### config.mk
export PLATFORM = sky130hd
export DESIGN_NAME = mult_share_arbiter
export DESIGN_NICKNAME = d
export VERILOG_FILES = /design/src/rtl/mult_share_arbiter.sv
export SDC_FILE = /design/constraint.sdc
export NUM_CORES = 1
export LEC_CHECK = 0
export BUFFER_PORTS_ARGS = -buffer_cell sky130_fd_sc_hd__buf_2
export CORE_MARGIN = 4
export CORE_UTILIZATION = 30
export CTS_CLUSTER_SIZE = 40
export DETAILED_ROUTE_END_ITERATION = 8
export PLACE_DENSITY_LB_ADDON = 0.25
export RECOVER_POWER = 50
export SYNTH_ARGS = -nofsm -noshare
export SYNTH_HDL_FRONTEND = slang
export SYNTH_SLANG_ARGS = --single-unit
### constraint.sdc
create_clock -name clk_100M -period 4.4 [get_ports clk_100M]
set_input_delay 0.22 -clock clk_100M [delete_from_list [all_inputs] [get_ports clk_100M]]
set_output_delay 0.22 -clock clk_100M [all_outputs]
set_load 0.005 [all_outputs]
### src/rtl/mult_share_arbiter.sv
// Two-requester round-robin front end for one shared N_BITS x N_BITS multiplier.
// Operands are registered toward the multiplier; the product is sampled after MUL_LAT.
module mult_share_arbiter #(
    parameter int N_BITS  = 4,
    parameter int MUL_LAT = 1
) (
    input  logic                  clk_100M,
    input  logic                  rst,
    input  logic                  req0_valid,
    output logic                  req0_ready,
    input  logic [N_BITS-1:0]     req0_a,
    input  logic [N_BITS-1:0]     req0_b,
    output logic                  resp0_valid,
    input  logic                  resp0_ready,
    output logic [2*N_BITS-1:0]   resp0_c,
    input  logic                  req1_valid,
    output logic                  req1_ready,
    input  logic [N_BITS-1:0]     req1_a,
    input  logic [N_BITS-1:0]     req1_b,
    output logic                  resp1_valid,
    input  logic                  resp1_ready,
    output logic [2*N_BITS-1:0]   resp1_c,
    output logic [N_BITS-1:0]     mul_a,
    output logic [N_BITS-1:0]     mul_b,
    input  logic [2*N_BITS-1:0]   mul_c,
    output logic                  busy
);

    typedef enum logic [1:0] {
        IDLE = 2'd0,
        WAIT = 2'd1,
        RESP = 2'd2
    } state_t;

    state_t              state_q, state_d;
    logic                prio_q, prio_d;
    logic                gnt_q, gnt_d;
    logic [3:0]          cnt_q, cnt_d;
    logic [N_BITS-1:0]   mul_a_q, mul_a_d;
    logic [N_BITS-1:0]   mul_b_q, mul_b_d;
    logic [2*N_BITS-1:0] resp0_c_q, resp0_c_d;
    logic [2*N_BITS-1:0] resp1_c_q, resp1_c_d;
    logic                winner;
    logic                resp_rdy_g;

    // Handshake decode: winner is the lone valid requester, or prio on a tie
    always_comb begin
        winner     = (req0_valid && req1_valid) ? prio_q : req1_valid;
        req0_ready = !rst && (state_q == IDLE) && req0_valid && !winner;
        req1_ready = !rst && (state_q == IDLE) && req1_valid && winner;
        resp_rdy_g = gnt_q ? resp1_ready : resp0_ready;
    end

    assign resp0_valid = (state_q == RESP) && !gnt_q;
    assign resp1_valid = (state_q == RESP) && gnt_q;
    assign busy        = (state_q != IDLE);
    assign mul_a       = mul_a_q;
    assign mul_b       = mul_b_q;
    assign resp0_c     = resp0_c_q;
    assign resp1_c     = resp1_c_q;

    // Next-state: accept, count down the multiplier latency, hold the response
    always_comb begin
        state_d   = state_q;
        prio_d    = prio_q;
        gnt_d     = gnt_q;
        cnt_d     = cnt_q;
        mul_a_d   = mul_a_q;
        mul_b_d   = mul_b_q;
        resp0_c_d = resp0_c_q;
        resp1_c_d = resp1_c_q;
        unique case (state_q)
            IDLE: begin
                if (req0_ready) begin
                    mul_a_d = req0_a;
                    mul_b_d = req0_b;
                    gnt_d   = 1'b0;
                    cnt_d   = 4'(MUL_LAT);
                    state_d = WAIT;
                end else if (req1_ready) begin
                    mul_a_d = req1_a;
                    mul_b_d = req1_b;
                    gnt_d   = 1'b1;
                    cnt_d   = 4'(MUL_LAT);
                    state_d = WAIT;
                end
            end
            WAIT: begin
                if (cnt_q != 4'd0) begin
                    cnt_d = cnt_q - 4'd1;
                end else begin
                    if (gnt_q) resp1_c_d = mul_c;
                    else       resp0_c_d = mul_c;
                    state_d = RESP;
                end
            end
            RESP: begin
                if (resp_rdy_g) begin
                    prio_d  = ~gnt_q;
                    state_d = IDLE;
                end
            end
            default: state_d = IDLE;
        endcase
    end

    // State register with synchronous reset
    always_ff @(posedge clk_100M) begin
        if (rst) begin
            state_q   <= IDLE;
            prio_q    <= 1'b0;
            gnt_q     <= 1'b0;
            cnt_q     <= '0;
            mul_a_q   <= '0;
            mul_b_q   <= '0;
            resp0_c_q <= '0;
            resp1_c_q <= '0;
        end else begin
            state_q   <= state_d;
            prio_q    <= prio_d;
            gnt_q     <= gnt_d;
            cnt_q     <= cnt_d;
            mul_a_q   <= mul_a_d;
            mul_b_q   <= mul_b_d;
            resp0_c_q <= resp0_c_d;
            resp1_c_q <= resp1_c_d;
        end
    end

endmodule

* Yosys cells after proc, flatten, opt, wreduce, memory -nomap -nowiden *
Cells that the tools add are included.

storage, ports and cells
  input port bits = 30
  output and inout port bits = 29
  logic and storage cells = 56
  register bits after elaboration = 32

cells by class
  mux-type cells = 17
  bitwise operators = 2
  reductions and logical operators = 22
  add/sub/neg operators = 1
  eq/ne operators = 6

operators with widths
  operator               count
  $mux W4                7
  $reduce_and A3 Y1      4
  $logic_and A1 B1 Y1    8
  $mux W2                4
  $pmux W4 S2            1
  $ne A2 B2 Y1 const B   3
  $pmux W2 S3            1
  $reduce_bool A2 Y1     3
  $mux W1                4
  $reduce_and A2 Y1      2
  $reduce_bool A4 Y1     1
  $sub A4 B1 Y4 const B  1
  $logic_not A1 Y1       3
  $ne A3 B3 Y1 const B   1
  $eq A2 B1 Y1 const B   1
  $eq A2 B2 Y1 const B   1
  $logic_not A2 Y1       1
  $not A1 Y1             2

* Logic depth before layout (Yosys ltp) *
Gate-level depths: netlist of run 1.

  depth in word-level cells = 7
  mapped depth = 6
  gate-level depth less buffers = 5

* Least setup slack after synthesis of run 1 *
OpenSTA, ideal clock, no wires.

  kind = flip-flop to flip-flop
  start = reg cnt_q[0]
  end = reg cnt_q[1]
  clock period less this slack = 1.570 ns
  stages on the path, launching flop included = 7
  path buffers = 1
  path slack = 2.830 ns
  setup time = 0.067 ns
  arrival time = 1.503 ns
  path through = dfxtp_1 inv_1 ha_1 or3b_1 clkbuf_2 a221o_1 a21oi_2

on the way
  longest elaborated chain between the ends = 3

ends and longest elaborated chain
  element                                              RTL line  text
  start: declaration                                   38        logic [3:0] cnt_q, cnt_d;
  start signal: assignment                             122       cnt_q <= cnt_d;
  $sub A4 B1 Y4 or $reduce_bool A4 Y1 (tied branches)  90, 89
  $mux W4 or $ne A2 B2 Y1 (tied branches)              -
  $pmux W4 S2 or $reduce_and A3 Y1 (tied branches)     -

Several ways; a longest one is shown, not always the timed one. The select of a mux whose other input is x is not followed.
A chain may end at the register's enable or synchronous reset.

* Worst setup path after layout of run 1 *
  start = reg state_q[1]
  end = out req0_ready

on the way
  longest elaborated chain between the ends = 4

ends and longest elaborated chain
  element                            RTL line  text
  start: declaration                 35        state_t state_q, state_d;
  start signal: assignment           119       state_q <= state_d;
  $logic_not A2 Y1                   49        req0_ready = !rst && (state_q == IDLE) && req0_valid && !winner;
  $logic_and A1 B1 Y1 (3 in series)  49
  end: declaration                   10        output logic req0_ready,

Every way passes these cells.

==> flow_metrics.env, run 1 <==
export IMPL_status="completed"
export IMPL_fin_cells=280
export IMPL_crit_type="flip-flop to output pin"
export IMPL_power_share_clock_pct=31.1
export IMPL_dr_pass1_iters=4
export IMPL_grt_pass1_wl_um=5930
export IMPL_area_growth_pct=25.3
export IMPL_grt_busiest_layer="met2"
export IMPL_cts_tree="done"
export IMPL_drive_gt1_share_pct=26.3
export IMPL_crit_fanout=13
export IMPL_ant_nets=0
export IMPL_final_hold_viol_count=0
export IMPL_worst_pin_slew_ns=0.804
export IMPL_drv_cap=0
export IMPL_clkSinkCount=32
export IMPL_synth_cell_types=40
export IMPL_finalMaxSlewViolations=0
export IMPL_placedCellCount=272
export IMPL_rsz0062_at_grt="false"
export IMPL_start_util_pct=31.9
export IMPL_clock_skew_final_ns=0.00323
export IMPL_grt_start_max_net_pins=45
export IMPL_viasPerCell=4.78
export IMPL_clkLatencyLatePin_ns=0.28
export IMPL_grtUsageMet1_pct=15.2
export IMPL_antenna_found_initial=0
export IMPL_portBuffers=58
export IMPL_setup_viol=0
export IMPL_critPathCaptureType="output pin"
export IMPL_max_freq_mhz=409
export IMPL_syn_nets=191
export IMPL_synth_warnings=0
export IMPL_gp_congestion=0.762
export IMPL_coreArea_sq_mm=0.00485
export IMPL_ys_seq_elements=32
export IMPL_cts_buffer_depth=2
export IMPL_clock_root_buffer="clkbuf_8"
export IMPL_io_pins=59
export IMPL_dieHeight_um=79.9
export IMPL_dp_hpwl_um=2610
export IMPL_design_area_sq_mm=0.00194
export IMPL_post_cts_buffers=0
export IMPL_grt_util_met3_pct=5.08
export IMPL_critPathRequiredTime_ns=4.18
export IMPL_swShare_pct=29.2
export IMPL_hp_class="primary input to flip-flop"
export IMPL_antenna_cells=0
export IMPL_num_vias=1337
export IMPL_slew_headroom_pct=46.2
export IMPL_synth_cells=159
export IMPL_synth_yosys_seq_area_share_pct=41.4
export IMPL_placed_area_sq_mm=0.00187
export IMPL_vdd_drop_max_uv=161
export IMPL_grt_pass1_vias=1303
export IMPL_cp_start_kind="flip-flop"
export IMPL_pwr_share_seq_pct=46.4
export IMPL_syn_area_sq_mm=0.00155
export IMPL_h_tree_depth=2
export IMPL_fill_cells=493
export IMPL_pwr_share_comb_pct=22.6
export IMPL_fin_tns_setup_ns=0
export IMPL_wl_per_cell_um=12.8
export IMPL_internal_power_uw=528
export IMPL_switching_power_uw=217
export IMPL_rrSetupSlack_ns=2.36
export IMPL_wl_um=3590
export IMPL_die_area_sq_mm=0.00638
export IMPL_drt_iter0_drc=41
export IMPL_power_leakage_nw=0.819
export IMPL_fp_row_count=25
export IMPL_power_density_mw_per_mm2=384
export IMPL_grt_use_total_pct=11.7
export IMPL_die_x_um=79.9
export IMPL_avgSynthCellArea_sq_um=9.74
export IMPL_met2_usage_pct=17.1
export IMPL_grt_overflow=0
export IMPL_layout_commonest_cell="buf_2"
export IMPL_final_cell_mix="buf_2 (42), dfxtp_1 (32), nand2b_1 (26)"
export IMPL_cts_resized=0
export IMPL_layout_nets=244
export IMPL_cts_clk_slew_worst_paths_ns=0.07
export IMPL_remaining_drc_errors=0
export IMPL_fin_crit_sh_pct=55.6
export IMPL_finalCriticalPeriod_ns=2.45
export IMPL_arrival_ns=2.23
export IMPL_cts_hold_buf=0
export IMPL_hold_ws_ns=0.167
export IMPL_cts_buffers=5
[final cells by class]
class	count	area, sq um	share of cell area [%]
tap	67	83.8	4.32
multi-input combinational	103	811	41.8
sequential	32	641	33.0
timing repair buffer	58	270	13.9
clock buffer	8	90.1	4.64
inverter	12	45.0	2.32
[logic make-up after synthesis]
| logic type | Yosys count | share of synthesized area (%) |
|---|---|---|
| AOI/OAI and AO/OA | 36 | 19.7 |
| adders and majority gates | 2 | 1.62 |
| buffers and inverters | 24 | 6.14 |
| DFF | 32 | 41.4 |
| muxes | 17 | 11.0 |
| and+or+nand+nor | 48 | 20.2 |
[path summary, 6_finish.rpt]
| path | startpoint | to | cells past startpoint |
|---|---|---|---|
| max | state_q[1]$_SDFFE_PP0P_ | req0_ready | 4 |
| min | req1_a[2] | mul_a[2]$_SDFFE_PP0P_ | 2 |
| max reg2reg | state_q[1]$_SDFFE_PP0P_ | mul_b[2]$_SDFFE_PP0P_ | 4 |
| min reg2reg | resp0_c[5]$_SDFFE_PP0P_ | resp0_c[5]$_SDFFE_PP0P_ | 2 |
[power groups by stage]
stage	logic [mW]	clock network, mW	registers [mW]
4_1_cts	0.175	0.241	0.345
6_report	0.168	0.231	0.345
2_1_floorplan	0.117	0	0.349
3_3_place_gp	0.174	0	0.352
5_1_grt	0.190	0.253	0.349
3_5_place_dp	0.173	0	0.351
[synth_stat cells (all sizes together)]
| library cell | instances | area share [%] |
|---|---|---|
| dfxtp | 32 | 41 |
| nand3b | 1 | 0.48 |
| and2b | 1 | 0.57 |
| a22oi | 1 | 0.48 |
| o21a | 1 | 0.48 |
| or2 | 1 | 0.40 |
| a221o | 9 | 5.8 |
| buf | 1 | 0.48 |
| and4b | 1 | 0.65 |
| and2 | 2 | 0.81 |
| nand4bb | 1 | 0.73 |
| nor3 | 1 | 0.32 |
| a21oi | 5 | 1.9 |
| nand2 | 1 | 0.24 |
| and3b | 1 | 0.57 |
| and4bb | 1 | 0.81 |
| a31oi | 2 | 0.81 |
| nor2 | 3 | 0.89 |
| a31o | 1 | 0.57 |
| nand3 | 2 | 0.65 |
| a2111oi | 1 | 1.8 |
| nand2b | 26 | 11 |
| or3b | 1 | 0.57 |
| inv | 12 | 2.9 |
| a21bo | 1 | 0.65 |
| clkbuf | 11 | 2.7 |
| or3 | 1 | 0.40 |
| o31ai | 1 | 0.48 |
| o311ai | 2 | 1.1 |
| o21bai | 1 | 0.48 |
| a211oi | 10 | 4.8 |
| nor2b | 3 | 1.2 |
| mux2i | 17 | 11 |
| nor4 | 1 | 0.40 |
| ha | 2 | 1.6 |
| o21ai | 1 | 0.32 |
[routing by layer]
| metal | share of wire [%] | routed length [um] |
|---|---|---|
| met1 | 49 | 1770 |
| met5 | 0 | 0 |
| met2 | 40 | 1450 |
| met4 | 1.1 | 39 |
| met3 | 9.5 | 342 |
[stage by stage]
step | power, mW | setup WS (ns) | utilization [%]
floorplan | 0.466 | 2.83 | -
global placement | 0.526 | 2.49 | 38.6
detailed placement | 0.525 | 2.48 | 38.6
CTS | 0.761 | 2.16 | 40.5
global route | 0.792 | 1.76 | 40.0
finish | 0.745 | 1.95 | 40.0
[state kept, by name (all words and copies together) (netlist names)]
name / count
resp1_c: 8
cnt_q: 4
mul_b: 4
gnt_q: 1
resp0_c: 8
state_q: 2
mul_a: 4
prio_q: 1
[critical path, cell delays in order, from the launching register on]
cell	delay [ns]
dfxtp_1	0.38
nor2_1	0.65
inv_2	0.13
a2111oi_4	0.56
buf_2	0.22
Note: power is estimated with default switching activity, not from simulation.
==> run 2, diff against run 1 <==
==> constraint.sdc (replaced) <==
create_clock -name clk_100M -period 2.2 [get_ports clk_100M]
set_input_delay 0.11 -clock clk_100M [delete_from_list [all_inputs] [get_ports clk_100M]]
set_output_delay 0.11 -clock clk_100M [all_outputs]
set_load 0.005 [all_outputs]
==> run 2 against run 1 <==
  * Clock skew is 0.0025 ns higher
  * Sequential cell count did not move
  * Routed wire length down 0.61%
  * Setup slack got worse by 1.6 ns
  * Final cell count rose by 1.1%
  * Design area up 2.3%
  * Critical path depth stayed put
  * Global-route usage fell by 0.10 points
  * First-iteration DRC count increased by 17%
==> flow_metrics.env, run 2 (synthesis gave the netlist of run 1 again) <==
export IMPL_hp_class="primary input to flip-flop"
export IMPL_cts_buffer_depth=2
export IMPL_slew_headroom_pct=60.1
export IMPL_cp_start_kind="flip-flop"
export IMPL_power_leakage_nw=0.850
export IMPL_drv_cap=0
export IMPL_worstHoldStart="req0_a[2]"
export IMPL_clkLatencyLatePin_ns=0.29
export IMPL_cts_resized=0
export IMPL_vdd_drop_max_uv=313
export IMPL_finalCriticalPeriod_ns=1.81
export IMPL_viasPerCell=4.71
export IMPL_area_growth_pct=28.1
export IMPL_final_cell_mix="buf_2 (45), dfxtp_1 (32), nand2b_1 (26)"
export IMPL_cts_buffers=5
export IMPL_critPathRequiredTime_ns=2.09
export IMPL_startpoint="state_q[1]$_SDFFE_PP0P_"
export IMPL_fp_row_count=25
export IMPL_placed_area_sq_mm=0.00190
export IMPL_max_freq_mhz=552
export IMPL_num_vias=1334
export IMPL_cts_hold_buf=0
export IMPL_remaining_drc_errors=0
export IMPL_clock_skew_final_ns=0.00576
export IMPL_grt_start_max_net_pins=28
export IMPL_grt_pass1_vias=1257
export IMPL_cts_tree="done"
export IMPL_grt_overflow=0
export IMPL_crit_type="flip-flop to output pin"
export IMPL_post_cts_buffers=0
export IMPL_grt_use_total_pct=11.6
export IMPL_dr_pass1_iters=4
export IMPL_gp_congestion=0.709
export IMPL_dp_hpwl_um=2640
export IMPL_layout_commonest_cell="buf_2"
export IMPL_fin_crit_sh_pct=82.3
export IMPL_design_area_sq_mm=0.00198
export IMPL_h_tree_depth=2
export IMPL_fin_total_pwr_mw=1.61
export IMPL_wl_per_cell_um=12.6
export IMPL_layout_nets=247
export IMPL_hold_ws_ns=0.0407
export IMPL_die_x_um=79.9
export IMPL_rr_startpoint="cnt_q[0]$_SDFFE_PP0P_"
export IMPL_arrival_ns=1.70
export IMPL_critPathCaptureType="output pin"
export IMPL_status="completed"
export IMPL_setup_viol=0
export IMPL_fin_tns_setup_ns=0
export IMPL_ant_nets=0
export IMPL_drive_gt1_share_pct=29.2
export IMPL_io_pins=59
export IMPL_start_util_pct=31.9
export IMPL_die_area_sq_mm=0.00638
export IMPL_wl_um=3570
export IMPL_finalMaxSlewViolations=0
export IMPL_grt_pass1_wl_um=5870
export IMPL_worst_pin_slew_ns=0.599
export IMPL_power_density_mw_per_mm2=810
export IMPL_clock_root_buffer="clkbuf_8"
export IMPL_cts_clk_slew_worst_paths_ns=0.07
export IMPL_antenna_cells=0
export IMPL_portBuffers=58
export IMPL_coreArea_sq_mm=0.00485
export IMPL_antenna_found_initial=0
export IMPL_crit_fanout=9
export IMPL_fill_cells=497
export IMPL_rsz0062_at_grt="false"
export IMPL_clkSinkCount=32
export IMPL_drt_iter0_drc=48
export IMPL_final_hold_viol_count=0
export IMPL_dieHeight_um=79.9
run 2: cell types whose count changed in the layout (fill, tap and decap cells not counted), sizes merged:
cell | before | now
buf | 42 | 47
clkbuf | 24 | 19
bufinv | 0 | 1
clkinv | 0 | 1
clkinvlp | 0 | 1
run 2: critical path, stage by stage, from the launching register on:
cell and delay, ns:
dfxtp_1 0.38, nor2_1 0.19, inv_2 0.08, a2111oi_4 0.55
buf_2 0.22
run 2: layer usage:
metal / share of wire [%] / GRT usage, %
met4: 0.62 / 3.89
met1: 49 / 15.5
met5: 0 / 0
met2: 41 / 16.8
met3: 9.2 / 4.74
run 2: worst paths after layout:
path,to,slack [ns],cells past startpoint
setup / recovery,req0_ready,0.39,4
hold / removal,mul_a[2]$_SDFFE_PP0P_,0.04,2
setup reg to reg,cnt_q[1]$_SDFFE_PP0P_,0.52,5
hold reg to reg,resp1_c[3]$_SDFFE_PP0P_,0.47,2
run 2: power breakdown:
part / switching [mW] / internal [mW]
sequential: 0.0511 / 0.640
clock: 0.236 / 0.335
combinational: 0.175 / 0.169
total: 0.463 / 1.14
run 2: layout make-up:
cell class	count	area (sq um)	share of cell area, %
Multi-Input combinational cell	103	811	40.9
Clock buffer	5	68.8	3.47
Inverter	12	45.0	2.27
Sequential cell	32	641	32.3
Clock inverter	3	42.5	2.14
Timing Repair Buffer	61	293	14.8
Tap cell	67	83.8	4.22
run 2: metrics by stage:
stage,std cells,util (%),setup WS [ns]
final,283,40.9,0.390
after global routing,283,40.9,0.197
after CTS,283,41.4,0.404
after detailed placement,275,39.1,0.545
after global placement,275,39.1,0.574
after floorplan,159,-,0.630
